$ cat src/rtl/hub75_pkg.sv
// rtl/hub75_pkg.sv - shared types and constants for the HUB75 scan engine
package hub75_pkg;

   typedef enum logic [2:0] {
      IDLE,
      PREFETCH,
      SHIFT,
      BLANK,
      LATCH,
      DISPLAY
   } state_e;

   // Field index k occupies fb_data[k*DEPTH +: DEPTH]; r0 sits at the top.
   localparam int unsigned F_R0 = 5;
   localparam int unsigned F_G0 = 4;
   localparam int unsigned F_B0 = 3;
   localparam int unsigned F_R1 = 2;
   localparam int unsigned F_G1 = 1;
   localparam int unsigned F_B1 = 0;

   function automatic int unsigned field_lsb(input int unsigned field, input int unsigned depth);
      return field * depth;
   endfunction

   function automatic int unsigned on_width(input int unsigned on_base, input int unsigned depth);
      return $clog2((on_base << (depth - 1)) + 1);
   endfunction

endpackage

$ cat src/rtl/hub75_on_timer.sv
// rtl/hub75_on_timer.sv - loadable down-counter timing the DISPLAY period
module hub75_on_timer #(
   parameter int unsigned W = 4
) (
   input  logic         clk,
   input  logic         rst,
   input  logic         load_i,
   input  logic [W-1:0] load_val_i,
   input  logic         run_i,
   output logic         done_o
);

   localparam logic [W-1:0] ONE = W'(1);

   logic [W-1:0] cnt_q, cnt_d;

   always_comb begin
      cnt_d = cnt_q;
      if (load_i) begin
         cnt_d = load_val_i;
      end else if (run_i && cnt_q > ONE) begin
         cnt_d = cnt_q - ONE;
      end
   end

   always_ff @(posedge clk or negedge rst) begin
      if (!rst) begin
         cnt_q <= '0;
      end else begin
         cnt_q <= cnt_d;
      end
   end

   // A zero load still terminates after one cycle instead of hanging.
   assign done_o = run_i && (cnt_q <= ONE);

endmodule

$ cat src/rtl/hub75_scan.sv
// rtl/hub75_scan.sv - HUB75 panel scan engine with binary-code modulation
module hub75_scan
   import hub75_pkg::*;
#(
   parameter int unsigned COLS     = 32,
   parameter int unsigned ROW_BITS = 4,
   parameter int unsigned DEPTH    = 3,
   parameter int unsigned ON_BASE  = 8
) (
   input  logic                              clk,
   input  logic                              rst,
   input  logic                              en,
   output logic [ROW_BITS+$clog2(COLS)-1:0]  fb_addr,
   input  logic [6*DEPTH-1:0]                fb_data,
   output logic [1:0]                        mat_r,
   output logic [1:0]                        mat_g,
   output logic [1:0]                        mat_b,
   output logic [ROW_BITS-1:0]               mat_row,
   output logic                              mat_clk,
   output logic                              mat_lat,
   output logic                              mat_oe,
   output logic                              frame_start
);

   localparam int unsigned CW = $clog2(COLS);
   localparam int unsigned PW = (DEPTH > 1) ? $clog2(DEPTH) : 1;
   localparam int unsigned DW = on_width(ON_BASE, DEPTH);
   localparam logic [CW-1:0] COL_LAST   = CW'(COLS - 1);
   localparam logic [PW-1:0] PLANE_LAST = PW'(DEPTH - 1);

   state_e              state_q, state_d;
   logic [ROW_BITS-1:0] row_q, row_d;
   logic [CW-1:0]       col_q, col_d;
   logic                phase_q, phase_d;
   logic [PW-1:0]       plane_q, plane_d;
   logic [5:0]          rgb_q, rgb_d;
   logic [ROW_BITS-1:0] mat_row_q, mat_row_d;

   logic [5:0]    plane_bits;
   logic [5:0]    pix;
   logic [CW-1:0] col_nxt;
   logic [DW-1:0] on_len;
   logic          timer_load;
   logic          on_done;

   function automatic logic plane_bit(input logic [6*DEPTH-1:0] d, input int unsigned k,
                                      input logic [PW-1:0] p);
      logic [6*DEPTH-1:0] sh;
      sh = d >> (field_lsb(k, DEPTH) + int'(p));
      return sh[0];
   endfunction

   assign plane_bits = {plane_bit(fb_data, F_R0, plane_q), plane_bit(fb_data, F_G0, plane_q),
                        plane_bit(fb_data, F_B0, plane_q), plane_bit(fb_data, F_R1, plane_q),
                        plane_bit(fb_data, F_G1, plane_q), plane_bit(fb_data, F_B1, plane_q)};

   assign col_nxt = col_q + 1'b1;
   assign on_len  = DW'(ON_BASE) << plane_q;

   always_comb begin
      state_d    = state_q;
      row_d      = row_q;
      col_d      = col_q;
      phase_d    = phase_q;
      plane_d    = plane_q;
      rgb_d      = rgb_q;
      mat_row_d  = mat_row_q;
      timer_load = 1'b0;
      case (state_q)
         IDLE: begin
            if (en) begin
               state_d = PREFETCH;
               row_d   = '0;
               plane_d = '0;
            end
         end
         PREFETCH: begin
            state_d = SHIFT;
            col_d   = '0;
            phase_d = 1'b0;
         end
         SHIFT: begin
            if (!phase_q) begin
               rgb_d   = plane_bits;
               phase_d = 1'b1;
            end else begin
               phase_d = 1'b0;
               col_d   = col_nxt;
               if (col_q == COL_LAST) begin
                  state_d = BLANK;
               end
            end
         end
         BLANK: begin
            // Loaded here so the new row address appears together with the latch strobe.
            state_d   = LATCH;
            mat_row_d = row_q;
         end
         LATCH: begin
            state_d    = DISPLAY;
            timer_load = 1'b1;
         end
         DISPLAY: begin
            if (on_done) begin
               if (!en) begin
                  state_d = IDLE;
               end else if (plane_q == PLANE_LAST) begin
                  state_d = PREFETCH;
                  plane_d = '0;
                  row_d   = row_q + 1'b1;
               end else begin
                  state_d = PREFETCH;
                  plane_d = plane_q + 1'b1;
               end
            end
         end
         default: state_d = IDLE;
      endcase
   end

   always_ff @(posedge clk or negedge rst) begin
      if (!rst) begin
         state_q   <= IDLE;
         row_q     <= '0;
         col_q     <= '0;
         phase_q   <= 1'b0;
         plane_q   <= '0;
         rgb_q     <= '0;
         mat_row_q <= '0;
      end else begin
         state_q   <= state_d;
         row_q     <= row_d;
         col_q     <= col_d;
         phase_q   <= phase_d;
         plane_q   <= plane_d;
         rgb_q     <= rgb_d;
         mat_row_q <= mat_row_d;
      end
   end

   hub75_on_timer #(
      .W(DW)
   ) u_on_timer (
      .clk        (clk),
      .rst        (rst),
      .load_i     (timer_load),
      .load_val_i (on_len),
      .run_i      (state_q == DISPLAY),
      .done_o     (on_done)
   );

   // Pixel data is live from the framebuffer in phase 0 and held through the rising shift clock.
   assign pix         = (state_q == SHIFT && !phase_q) ? plane_bits : rgb_q;
   assign mat_r       = {pix[5], pix[2]};
   assign mat_g       = {pix[4], pix[1]};
   assign mat_b       = {pix[3], pix[0]};
   assign mat_row     = mat_row_q;
   assign mat_clk     = (state_q == SHIFT) && phase_q;
   assign mat_lat     = (state_q == LATCH);
   assign mat_oe      = (state_q != DISPLAY);
   assign frame_start = (state_q == PREFETCH) && (row_q == '0) && (plane_q == '0);
   assign fb_addr     = (state_q == SHIFT) ? {row_q, col_nxt} : {row_q, {CW{1'b0}}};

endmodule

$ cat config.mk
export PLATFORM = sky130hd
export DESIGN_NAME = hub75_scan
export DESIGN_NICKNAME = d
export VERILOG_FILES = /design/src/rtl/hub75_pkg.sv /design/src/rtl/hub75_on_timer.sv /design/src/rtl/hub75_scan.sv
export SDC_FILE = /design/constraint.sdc
export NUM_CORES = 1
export LEC_CHECK = 0
export ABC_AREA = 1
export CORE_MARGIN = 2
export CORE_UTILIZATION = 30
export CTS_CLUSTER_DIAMETER = 150
export CTS_CLUSTER_SIZE = 25
export DETAILED_ROUTE_END_ITERATION = 8
export GPL_TIMING_DRIVEN = 0
export PLACE_DENSITY_LB_ADDON = 0.3
export SYNTH_ARGS = -nofsm -noshare
export SYNTH_HDL_FRONTEND = slang
export SYNTH_SLANG_ARGS = --single-unit
export TNS_END_PERCENT = 5
$ cat constraint.sdc
create_clock -name clk -period 1.7 [get_ports clk]
set_input_delay 0.34 -clock clk [delete_from_list [all_inputs] [get_ports clk]]
set_output_delay 0.34 -clock clk [all_outputs]
set_load 0.05 [all_outputs]
==> results.json <==
{
  "status": "finished with violations",
  "violations": "setup timing",
  "slew_headroom": 0.5143,
  "syn_inst": 235,
  "place_hpwl_um": 3088,
  "ir_drop_v": 0.0003395,
  "track_usage": 0.1454,
  "vias_per_cell": 4.725,
  "yosysTopAreaCell": "dfrtp_1",
  "cp-start-kind": "flop",
  "fp.dieW_um": 82.51,
  "grt_pass1_vias": 1726,
  "worst-slew-pin-transition_ps": 728.5,
  "synth_area_leaders": "dfrtp_1 (42%), nand2_1 (8.9%), nor2_1 (7.7%)",
  "drt_iter0_markers": 114,
  "hold_viol_final": 0,
  "drt-pass1-iter-count": 4,
  "fin_skew_ps": 5.601,
  "ioPinCount": 44,
  "clk_latency_ps": 280,
  "yosysWarnings": 0,
  "crit_fanout": 8,
  "grt_overflow": 0,
  "r2r_setup_slack_ps": 150,
  "path_common_cell": "a21oi_2",
  "period_share": 1.195,
  "synth_most_common_cell": "nand2_1",
  "final_layout_size_suffix_gt1_frac": 0.3243,
  "drt_wl_total_um": 4414,
  "wl_per_cell_um": 11.90,
  "cp_top_family": "buffers and inverters",
  "max_stage_delay_ps": 420,
  "hold_slack_ps": 120.6,
  "maxCapViolations": 0,
  "vias": 1753,
  "clockBufferDepth": 2,
  "placedCellCount": 353,
  "worst-endpoint-required_ps": 1360,
  "min_path_type": "in2async",
  "crit_buf_inv": 3,
  "synth_edf_count": 0,
  "start_util": 0.3105,
  "grt_pass1_wl_um": 7665,
  "ant_nets": 0,
  "clk_pin_slew_ps": 70,
  "cp-end-kind": "output pin",
  "netlist_area_sq_um": 1849,
  "power_density_nw_per_um2": 547.8,
  "setup_slack_ps": -331.3,
  "ys_ff_latch": 31,
  "nets": 323,
  "clkSinkCount": 31,
  "num_antenna_cells": 0,
  "antenna_found_initial": 0,
  "area_growth_pct": 45.67,
  "portBuffers": 43,
  "core-area_sq_um": 5956,
  "htree_num_levels": 2,
  "worstSetupPathType": "reg2out",
  "gp_congestion": 0.7519,
  "tns_ps": -2323,
  "final_core_util": 0.4523,
  "syn_avg_cell_area_sq_um": 7.869,
  "synth_seq_area_share": 0.4195,
  "drc_errors": 0,
  "arrival_ps": 1690,
  "crit_path_top_delay_cell": "dfrtp_2",
  "leakagePower_nw": 1.303,
  "tritoncts.num_buffers": 5,
  "cp.depth": 7,
  "synth.top_cells.by_count": "nand2_1 (44), nor2_1 (38), dfrtp_1 (31), inv_1 (24), nand3_1 (16)",
  "hold_buffers": 0,
  "period_minus_slack_ps": 2031,
  "crit_chain": "inv_4 -> nand3_4 -> nor2_4 -> clkinvlp_4 -> a21oi_2 -> a21oi_2 -> buf_6",
  "synthArstFlopShare": 1.000,
  "synth_top_area_frac": 0.4195,
  "cts_tree": "yes",
  "fmax_ghz": 0.4923,
  "syn_nets": 262,
  "r2r-end": "row_q[0]$_DFFE_PN0P_",
  "rows": 28,
  "post_synth_num_cell_types": 32,
  "cts-root-buf": "clkbuf_8",
  "chipHeight_um": 82.51,
  "slew_violations": 0,
  "setup_viol": 10,
  "rsz0062_at_grt": "yes",
  "place_ws_ps": -755.4,
  "synth_ff_type": "dfrtp_1",
  "r2r-start": "u_on_timer.cnt_q[0]$_DFFE_PN0P_",
  "grt_start_max_net_pins": 32,
  "final_cells": 371,
  "reg2reg_depth": 9,
  "die-area_sq_um": 6808
}
==> through the flow <==
step / power [mW] / area [sq um]
finish: 1.476 / 2694
global route: 1.535 / 2694
CTS: 1.492 / 2625
detailed placement: 0.8954 / 2407
global placement: 0.8970 / 2412
floorplan: 0.8122 / 1888
==> worst max path at each step <==
stage | start | end | slack [ps]
global route | state_q[2]$_DFFE_PN0P_ | mat_b[0] | -400
floorplan | state_q[2]$_DFFE_PN0P_ | fb_addr[2] | -120
global placement | state_q[2]$_DFFE_PN0P_ | mat_r[1] | -770
finish | state_q[2]$_DFFE_PN0P_ | mat_g[1] | -330
detailed placement | state_q[2]$_DFFE_PN0P_ | mat_r[1] | -760
CTS | state_q[2]$_DFFE_PN0P_ | mat_g[1] | -330
==> worst reg2reg max path, stage by stage, from the launching register on <==
cell     delay, ps
dfrtp_1        420
inv_2           90
ha_2           190
inv_1           70
nand2_1        100
nand3_4        100
a21oi_4        250
nand2_2        110
nand2_1         70
nand2_1         50
==> timing repair <==
item                                   CTS  global route
setup buffers                           10             1
endpoints found under the hold margin    0             0
gates resized for setup                125            24
pin swaps                                4             2
setup endpoints to repair               23            20
==> placed cells by master (no fill, tap or decap), drive strengths merged, types with 7 or more instances in the layout <==
master / netlist / routed
nand2: 49 / 49
nor2: 44 / 44
dfrtp: 31 / 31
inv: 30 / 29
buf: 3 / 29
o21ai: 21 / 21
clkdlybuf4s50: 0 / 19
nand3: 19 / 19
a21oi: 16 / 16
dlygate4sd2: 0 / 8
clkbuf: 0 / 7
==> sequential cells by signal, indices dropped and copies added, names as in the netlist <==
signal,cells
state_q,3
col_q,5
plane_q,2
phase_q,1
rgb_q,6
row_q,4
mat_row,4
u_on_timer.cnt_q,6
==> final cells by class <==
type	count	area [sq um]
well taps	75	93.84
inverters	30	126.4
clock inverters	1	5.005
fillers	611	3262
repair buffers	54	520.5
plain buffers	3	27.53
flip-flops and latches	31	783.3
clock buffers	6	82.58
multi-input cells	171	1055
==> logic make-up after synthesis <==
| kind of cell | synth area share |
|---|---|
| compound gates | 0.1292 |
| xor+xnor | 0.01421 |
| fa+ha+maj | 0.04059 |
| buf+inv | 0.07713 |
| flops | 0.4195 |
| simple gates | 0.3193 |
==> power by group <==
| group | leakage (nW) | switching, mW | total (mW) | internal, mW |
|---|---|---|---|---|
| clock network | 0.0470 | 0.273 | 0.590 | 0.317 |
| registers | 0.395 | 0.00401 | 0.750 | 0.746 |
| logic | 0.861 | 0.0711 | 0.135 | 0.0643 |
| total | 1.30 | 0.348 | 1.48 | 1.13 |
==> routing by layer <==
layer,vias up,track usage,part of all wire
li1,889,-,-
met1,818,0.1917,0.47
met2,39,0.2355,0.47
met3,7,0.03370,0.049
met4,0,0.04754,0.014
met5,-,0,0
(Power assumes the default switching activity.)
